--- config.mk ---
export PLATFORM = sky130hd
export DESIGN_NAME = control_cmd_getpixel
export DESIGN_NICKNAME = d
export VERILOG_FILES = /design/src/rtl/control_cmd_pkg.sv /design/src/rtl/control_addr_capture.sv /design/src/rtl/control_cmd_getpixel.sv
export SDC_FILE = /design/constraint.sdc
export NUM_CORES = 1
export LEC_CHECK = 0
export BUFFER_PORTS_ARGS = -buffer_cell sky130_fd_sc_hd__buf_2
export CAP_MARGIN = 15
export CELL_PAD_IN_SITES_DETAIL_PLACEMENT = 0
export CELL_PAD_IN_SITES_GLOBAL_PLACEMENT = 1
export CORE_MARGIN = 8
export CORE_UTILIZATION = 39
export DETAILED_ROUTE_END_ITERATION = 16
export GPL_TIMING_DRIVEN = 0
export PLACE_DENSITY = 0.82
export SLEW_MARGIN = 10
export SYNTH_ARGS = -nofsm -noshare
export SYNTH_HDL_FRONTEND = slang
export SYNTH_SLANG_ARGS = --single-unit
--- constraint.sdc ---
create_clock -name clk -period 2.6 [get_ports clk]
set_input_delay 0.13 -clock clk [delete_from_list [all_inputs] [get_ports clk]]
set_output_delay 0.13 -clock clk [all_outputs]
set_load 0.02 [all_outputs]
--- src/rtl/control_cmd_pkg.sv ---
// Shared definitions for the control-stream command parsers (pixel write and
// pixel read-back): FSM state type and small width helpers.
package control_cmd_pkg;

    typedef enum logic [2:0] {
        ROW_CAPTURE    = 3'd0,
        COLUMN_CAPTURE = 3'd1,
        ISSUE_READ     = 3'd2,
        WAIT_READ      = 3'd3,
        SEND_BYTE      = 3'd4,
        DONE           = 3'd5
    } cmd_state_e;

    // Width of a field that must index n items; never narrower than one bit.
    function automatic int safe_width(input int n);
        int w;
        w = $clog2(n);
        return (w < 1) ? 1 : w;
    endfunction

    // Number of stream bytes needed to carry a column address of the given width.
    function automatic int column_bytes(input int bits);
        return (bits + 7) / 8;
    endfunction

endpackage

--- src/rtl/control_addr_capture.sv ---
// Captures a row byte followed by a little-endian multibyte column address
// from the control byte stream. Pulses done on the last column byte.
module control_addr_capture
    import control_cmd_pkg::*;
#(
    parameter int ROW_BITS = 5,
    parameter int COL_BITS = 6
) (
    input  logic                clk,
    input  logic                reset,
    input  logic                enable,
    input  logic [7:0]          data_in,
    input  logic                clear,
    output logic [ROW_BITS-1:0] row,
    output logic [COL_BITS-1:0] column,
    output logic                done
);

    localparam int COL_BYTES = column_bytes(COL_BITS);
    localparam int CNT_W     = safe_width(COL_BYTES);
    localparam int SHIFT_W   = COL_BYTES * 8;

    logic                col_phase_q, col_phase_d;
    logic [CNT_W-1:0]    cnt_q, cnt_d;
    logic [ROW_BITS-1:0] row_q, row_d;
    logic [SHIFT_W-1:0]  col_shift_q, col_shift_d;

    // Bits beyond the address widths are intentionally dropped.
    logic unused_bits;
    assign unused_bits = ^{data_in, col_shift_q};

    // Column bytes enter at the top and shift down, so the first byte lands in the LSB slot.
    always_comb begin
        col_phase_d = col_phase_q;
        cnt_d       = cnt_q;
        row_d       = row_q;
        col_shift_d = col_shift_q;
        done        = 1'b0;
        if (clear) begin
            col_phase_d = 1'b0;
            cnt_d       = '0;
            row_d       = '0;
            col_shift_d = '0;
        end else if (enable) begin
            if (!col_phase_q) begin
                row_d       = data_in[ROW_BITS-1:0];
                cnt_d       = CNT_W'(COL_BYTES - 1);
                col_phase_d = 1'b1;
            end else begin
                col_shift_d = (col_shift_q >> 8) | (SHIFT_W'(data_in) << (SHIFT_W - 8));
                if (cnt_q == '0) begin
                    done        = 1'b1;
                    col_phase_d = 1'b0;
                end else begin
                    cnt_d = cnt_q - 1'b1;
                end
            end
        end
    end

    // Capture registers with asynchronous active-low reset.
    always_ff @(posedge clk or negedge reset) begin
        if (!reset) begin
            col_phase_q <= 1'b0;
            cnt_q       <= '0;
            row_q       <= '0;
            col_shift_q <= '0;
        end else begin
            col_phase_q <= col_phase_d;
            cnt_q       <= cnt_d;
            row_q       <= row_d;
            col_shift_q <= col_shift_d;
        end
    end

    assign row    = row_q;
    assign column = col_shift_q[COL_BITS-1:0];

endmodule

--- src/rtl/control_cmd_getpixel.sv ---
// Pixel read-back command: takes row and column from the control stream,
// reads each byte of the pixel from frame RAM (highest byte index first) and
// hands it to the UART transmitter over a valid/ready handshake.
module control_cmd_getpixel
    import control_cmd_pkg::*;
#(
    parameter int _NUM_ROW_ADDRESS_BITS      = 5,
    parameter int _NUM_COLUMN_ADDRESS_BITS   = 6,
    parameter int BYTES_PER_PIXEL            = 2,
    parameter int _NUM_PIXELCOLORSELECT_BITS = safe_width(BYTES_PER_PIXEL),
    parameter int RAM_READ_LATENCY           = 2
) (
    input  logic                                  clk,
    input  logic                                  reset,
    input  logic                                  enable,
    input  logic [7:0]                            data_in,
    input  logic [7:0]                            ram_data_in,
    input  logic                                  tx_ready,
    output logic [_NUM_ROW_ADDRESS_BITS-1:0]      row,
    output logic [_NUM_COLUMN_ADDRESS_BITS-1:0]   column,
    output logic [_NUM_PIXELCOLORSELECT_BITS-1:0] pixel,
    output logic                                  ram_read_enable,
    output logic [7:0]                            tx_data,
    output logic                                  tx_valid,
    output logic                                  busy,
    output logic                                  done
);

    localparam int PIX_W = _NUM_PIXELCOLORSELECT_BITS;
    localparam int LAT_W = safe_width(RAM_READ_LATENCY);

    cmd_state_e       state_q, state_d;
    logic [PIX_W-1:0] pixel_q, pixel_d;
    logic [LAT_W-1:0] lat_q, lat_d;
    logic [7:0]       tx_data_q, tx_data_d;
    logic             tx_valid_q, tx_valid_d;
    logic             cap_enable, cap_clear, cap_done;

    control_addr_capture #(
        .ROW_BITS (_NUM_ROW_ADDRESS_BITS),
        .COL_BITS (_NUM_COLUMN_ADDRESS_BITS)
    ) u_addr_capture (
        .clk     (clk),
        .reset   (reset),
        .enable  (cap_enable),
        .data_in (data_in),
        .clear   (cap_clear),
        .row     (row),
        .column  (column),
        .done    (cap_done)
    );

    // Next-state logic; stream bytes only reach the address capture in the capture states.
    always_comb begin
        state_d    = state_q;
        pixel_d    = pixel_q;
        lat_d      = lat_q;
        tx_data_d  = tx_data_q;
        tx_valid_d = tx_valid_q;
        cap_enable = 1'b0;
        cap_clear  = 1'b0;
        case (state_q)
            ROW_CAPTURE: begin
                cap_enable = enable;
                if (enable) begin
                    state_d = COLUMN_CAPTURE;
                end
            end
            COLUMN_CAPTURE: begin
                cap_enable = enable;
                if (cap_done) begin
                    pixel_d = PIX_W'(BYTES_PER_PIXEL - 1);
                    state_d = ISSUE_READ;
                end
            end
            ISSUE_READ: begin
                lat_d   = LAT_W'(RAM_READ_LATENCY - 1);
                state_d = WAIT_READ;
            end
            WAIT_READ: begin
                if (lat_q == '0) begin
                    tx_data_d  = ram_data_in;
                    tx_valid_d = 1'b1;
                    state_d    = SEND_BYTE;
                end else begin
                    lat_d = lat_q - 1'b1;
                end
            end
            SEND_BYTE: begin
                if (tx_valid_q && tx_ready) begin
                    tx_valid_d = 1'b0;
                    if (pixel_q == '0) begin
                        state_d = DONE;
                    end else begin
                        pixel_d = pixel_q - 1'b1;
                        state_d = ISSUE_READ;
                    end
                end
            end
            DONE: begin
                cap_clear = 1'b1;
                pixel_d   = '0;
                state_d   = ROW_CAPTURE;
            end
            default: begin
                state_d = ROW_CAPTURE;
            end
        endcase
    end

    // State and datapath registers with asynchronous active-low reset.
    always_ff @(posedge clk or negedge reset) begin
        if (!reset) begin
            state_q    <= ROW_CAPTURE;
            pixel_q    <= '0;
            lat_q      <= '0;
            tx_data_q  <= '0;
            tx_valid_q <= 1'b0;
        end else begin
            state_q    <= state_d;
            pixel_q    <= pixel_d;
            lat_q      <= lat_d;
            tx_data_q  <= tx_data_d;
            tx_valid_q <= tx_valid_d;
        end
    end

    assign pixel           = pixel_q;
    assign tx_data         = tx_data_q;
    assign tx_valid        = tx_valid_q;
    assign ram_read_enable = (state_q == ISSUE_READ);
    assign busy            = (state_q != ROW_CAPTURE);
    assign done            = (state_q == DONE);

endmodule

==> flow_metrics.env <==
export IMPL_p_leak_nw=0.712
export IMPL_vias_per_cell=5.33
export IMPL_power_density_nw_per_um2=1330
export IMPL_regArea_sq_um=651
export IMPL_overflow=0
export IMPL_synthArstFlopShare_pct=100
export IMPL_ys_ff_latch=26
export IMPL_multi_input_comb_area_sq_um=464
export IMPL_crit_fanout=10
export IMPL_yosysTopAreaCellShare_pct=56.9
export IMPL_cp_end_kind="output pin"
export IMPL_relSlewSlack_pct=59.4
export IMPL_final_cells=171
export IMPL_clock_latency_ps=320
export IMPL_fill_cells=258
export IMPL_root_buffer="clkbuf_4"
export IMPL_timing_final_crit_share_pct=66.4
export IMPL_dp_hpwl_um=1950
export IMPL_tightestPinTransition_ps=608
export IMPL_drtPass1Iterations=4
export IMPL_critPathKind="reg2out"
export IMPL_max_cap_violations=0
export IMPL_place_congestion=0.779
export IMPL_tns_ps=0
export IMPL_ys_types=30
export IMPL_grt_first_pass_wirelength_um=4490
export IMPL_max_freq_mhz=579
export IMPL_total_power_mw=1.93
export IMPL_cp_required_ps=2470
export IMPL_ys_flop_type="dfrtp_1"
export IMPL_final_nets=161
export IMPL_drv_slew=0
export IMPL_layout_drive_gt1_share_pct=42.1
export IMPL_io_pins=44
export IMPL_rsz0062_at_grt="no"
export IMPL_rows=19
export IMPL_setup_viol=0
export IMPL_netlist_area_sq_um=1140
export IMPL_ys_seq_area_share_pct=56.9
export IMPL_numClockSinks=26
export IMPL_ys_warn_count=0
export IMPL_clkTransAtPathRegs_ps=140
export IMPL_synth_nets=114
export IMPL_clock_path_buffers=2
export IMPL_antenna_found_initial=0
export IMPL_drcViolationCount=0
export IMPL_drt_wirelength_per_cell_um=15.5
export IMPL_cts_tree="done"
export IMPL_synthTopCellsByArea="dfrtp_1 (57%), mux2_2 (7.9%), mux2i_1 (5.3%)"
export IMPL_placed_cell_area_sq_um=1390
export IMPL_die_w_um=70.2
export IMPL_finalCriticalPeriod_ps=1730
export IMPL_hold_class="in2reg"
export IMPL_routed_wirelength_um=2640
export IMPL_synth_edf_count=0
export IMPL_final_hold_viol_count=0
export IMPL_startpoint_type="flop"
export IMPL_h_tree_depth=1
export IMPL_io_buffers=41
export IMPL_grt_max_degree=27
export IMPL_chipHeight_um=70.2
export IMPL_synth_largest_area_cell="dfrtp_1"
export IMPL_ir_drop_mv=0.711
export IMPL_grt_pass1_vias=994
export IMPL_status="complete, no violations"
export IMPL_die_area_sq_um=4920
export IMPL_cts_buffers=3
export IMPL_core_area_sq_um=2780
export IMPL_initial_core_util_pct=41.1
export IMPL_drt_iter0_drc=35
export IMPL_avgSynthCellArea_sq_um=12.2
export IMPL_fin_area_sq_um=1450
export IMPL_syn_to_final_growth_pct=26.8
export IMPL_placed_cells=166
export IMPL_arrival_ps=1600
export IMPL_antenna_left=0
export IMPL_synthCells=94
export IMPL_final_cell_mix="buf_2 (43), dfrtp_1 (26), nor2_1 (11)"
export IMPL_fin_worst_skew_ps=3.33
export IMPL_diodes=0
export IMPL_timing_hold_ws_ps=25.2
export IMPL_grt_usage_pct=10.7
export IMPL_vias=911
export IMPL_layout_commonest_cell="buf_2"
registers in the layout (all words and copies together) (netlist names):
register,cells
u_addr_capture.col_shift_q,6
u_addr_capture.col_phase_q,1
pixel,1
state_q,3
tx_valid,1
tx_data,8
lat_q,1
u_addr_capture.row,5
path summary, 6_finish.rpt:
kind                       cells past startpoint               endpoint                   from  slack (ps)
max                                            3                   busy             state_q[1]         870
min                                            2             tx_data[0]         ram_data_in[0]          30
max reg2reg                                    3             tx_data[1]             state_q[2]         970
min reg2reg                                    1  u_addr_capture.row[1]  u_addr_capture.row[1]         510
max in group asynchronous                      2               tx_valid                  reset        1920
min in group asynchronous                      2  u_addr_capture.row[0]                  reset         310
kinds of logic after synthesis:
family / count (synthesis) / synth area share, %
flops: 26 / 56.9
simple gates: 26 / 14.2
compound gates: 21 / 13.2
mux: 14 / 13.1
buf+inv: 7 / 2.52
metal layers:
layer	global-route usage, %	share of wire [%]	wire, um
met4	3.79	0.57	15
met2	17.4	46	1210
met5	0	0	0
met3	4.80	10	268
met1	12.2	43	1150
worst max-delay path, cell delays in order, from the launching register on:
cell and delay (ps):
dfrtp_1 480, clkbuf_1 250, or3_1 380, buf_2 160
timing repair:
action / CTS / global route
hold buffers: 1 / 0
setup endpoints to repair: 0 / 0
hold endpoints to repair: 26 / 0
resized for setup: 0 / 0
setup buffers: 0 / 0
synth_stat cells, types with 2 or more instances:
library cell / n
o21bai_1: 2
clkbuf_1: 3
a22o_1: 6
dfrtp_1: 26
mux2_2: 8
nor2_1: 11
nand2_1: 2
a21oi_1: 6
inv_1: 2
buf_2: 2
mux2i_1: 6
o21ai_0: 2
through the flow:
step / utilization, % / setup WS (ps)
after CTS: 52.1 / 865
final: 52.1 / 873
after global placement: 49.9 / 1000
after floorplan: - / 1140
after global routing: 52.1 / 801
after detailed placement: 49.9 / 970
where the power goes:
part           internal (mW)  switching (mW)  leakage [nW]  total [mW]
clock                  0.156           0.122        0.0279       0.277
combinational          0.387           0.539         0.373       0.926
sequential             0.593           0.132         0.311       0.726
total                   1.14           0.793         0.712        1.93
cell type report:
type | count | share of cell area, %
Tap cell | 31 | 2.67
Clock inverter | 1 | 2.07
Sequential cell | 26 | 44.9
Clock buffer | 3 | 1.55
Multi-Input combinational cell | 61 | 32.0
Timing Repair Buffer | 42 | 14.8
Buffer | 5 | 1.47
Inverter | 2 | 0.518
No activity file was read; power rests on OpenSTA's default activity.
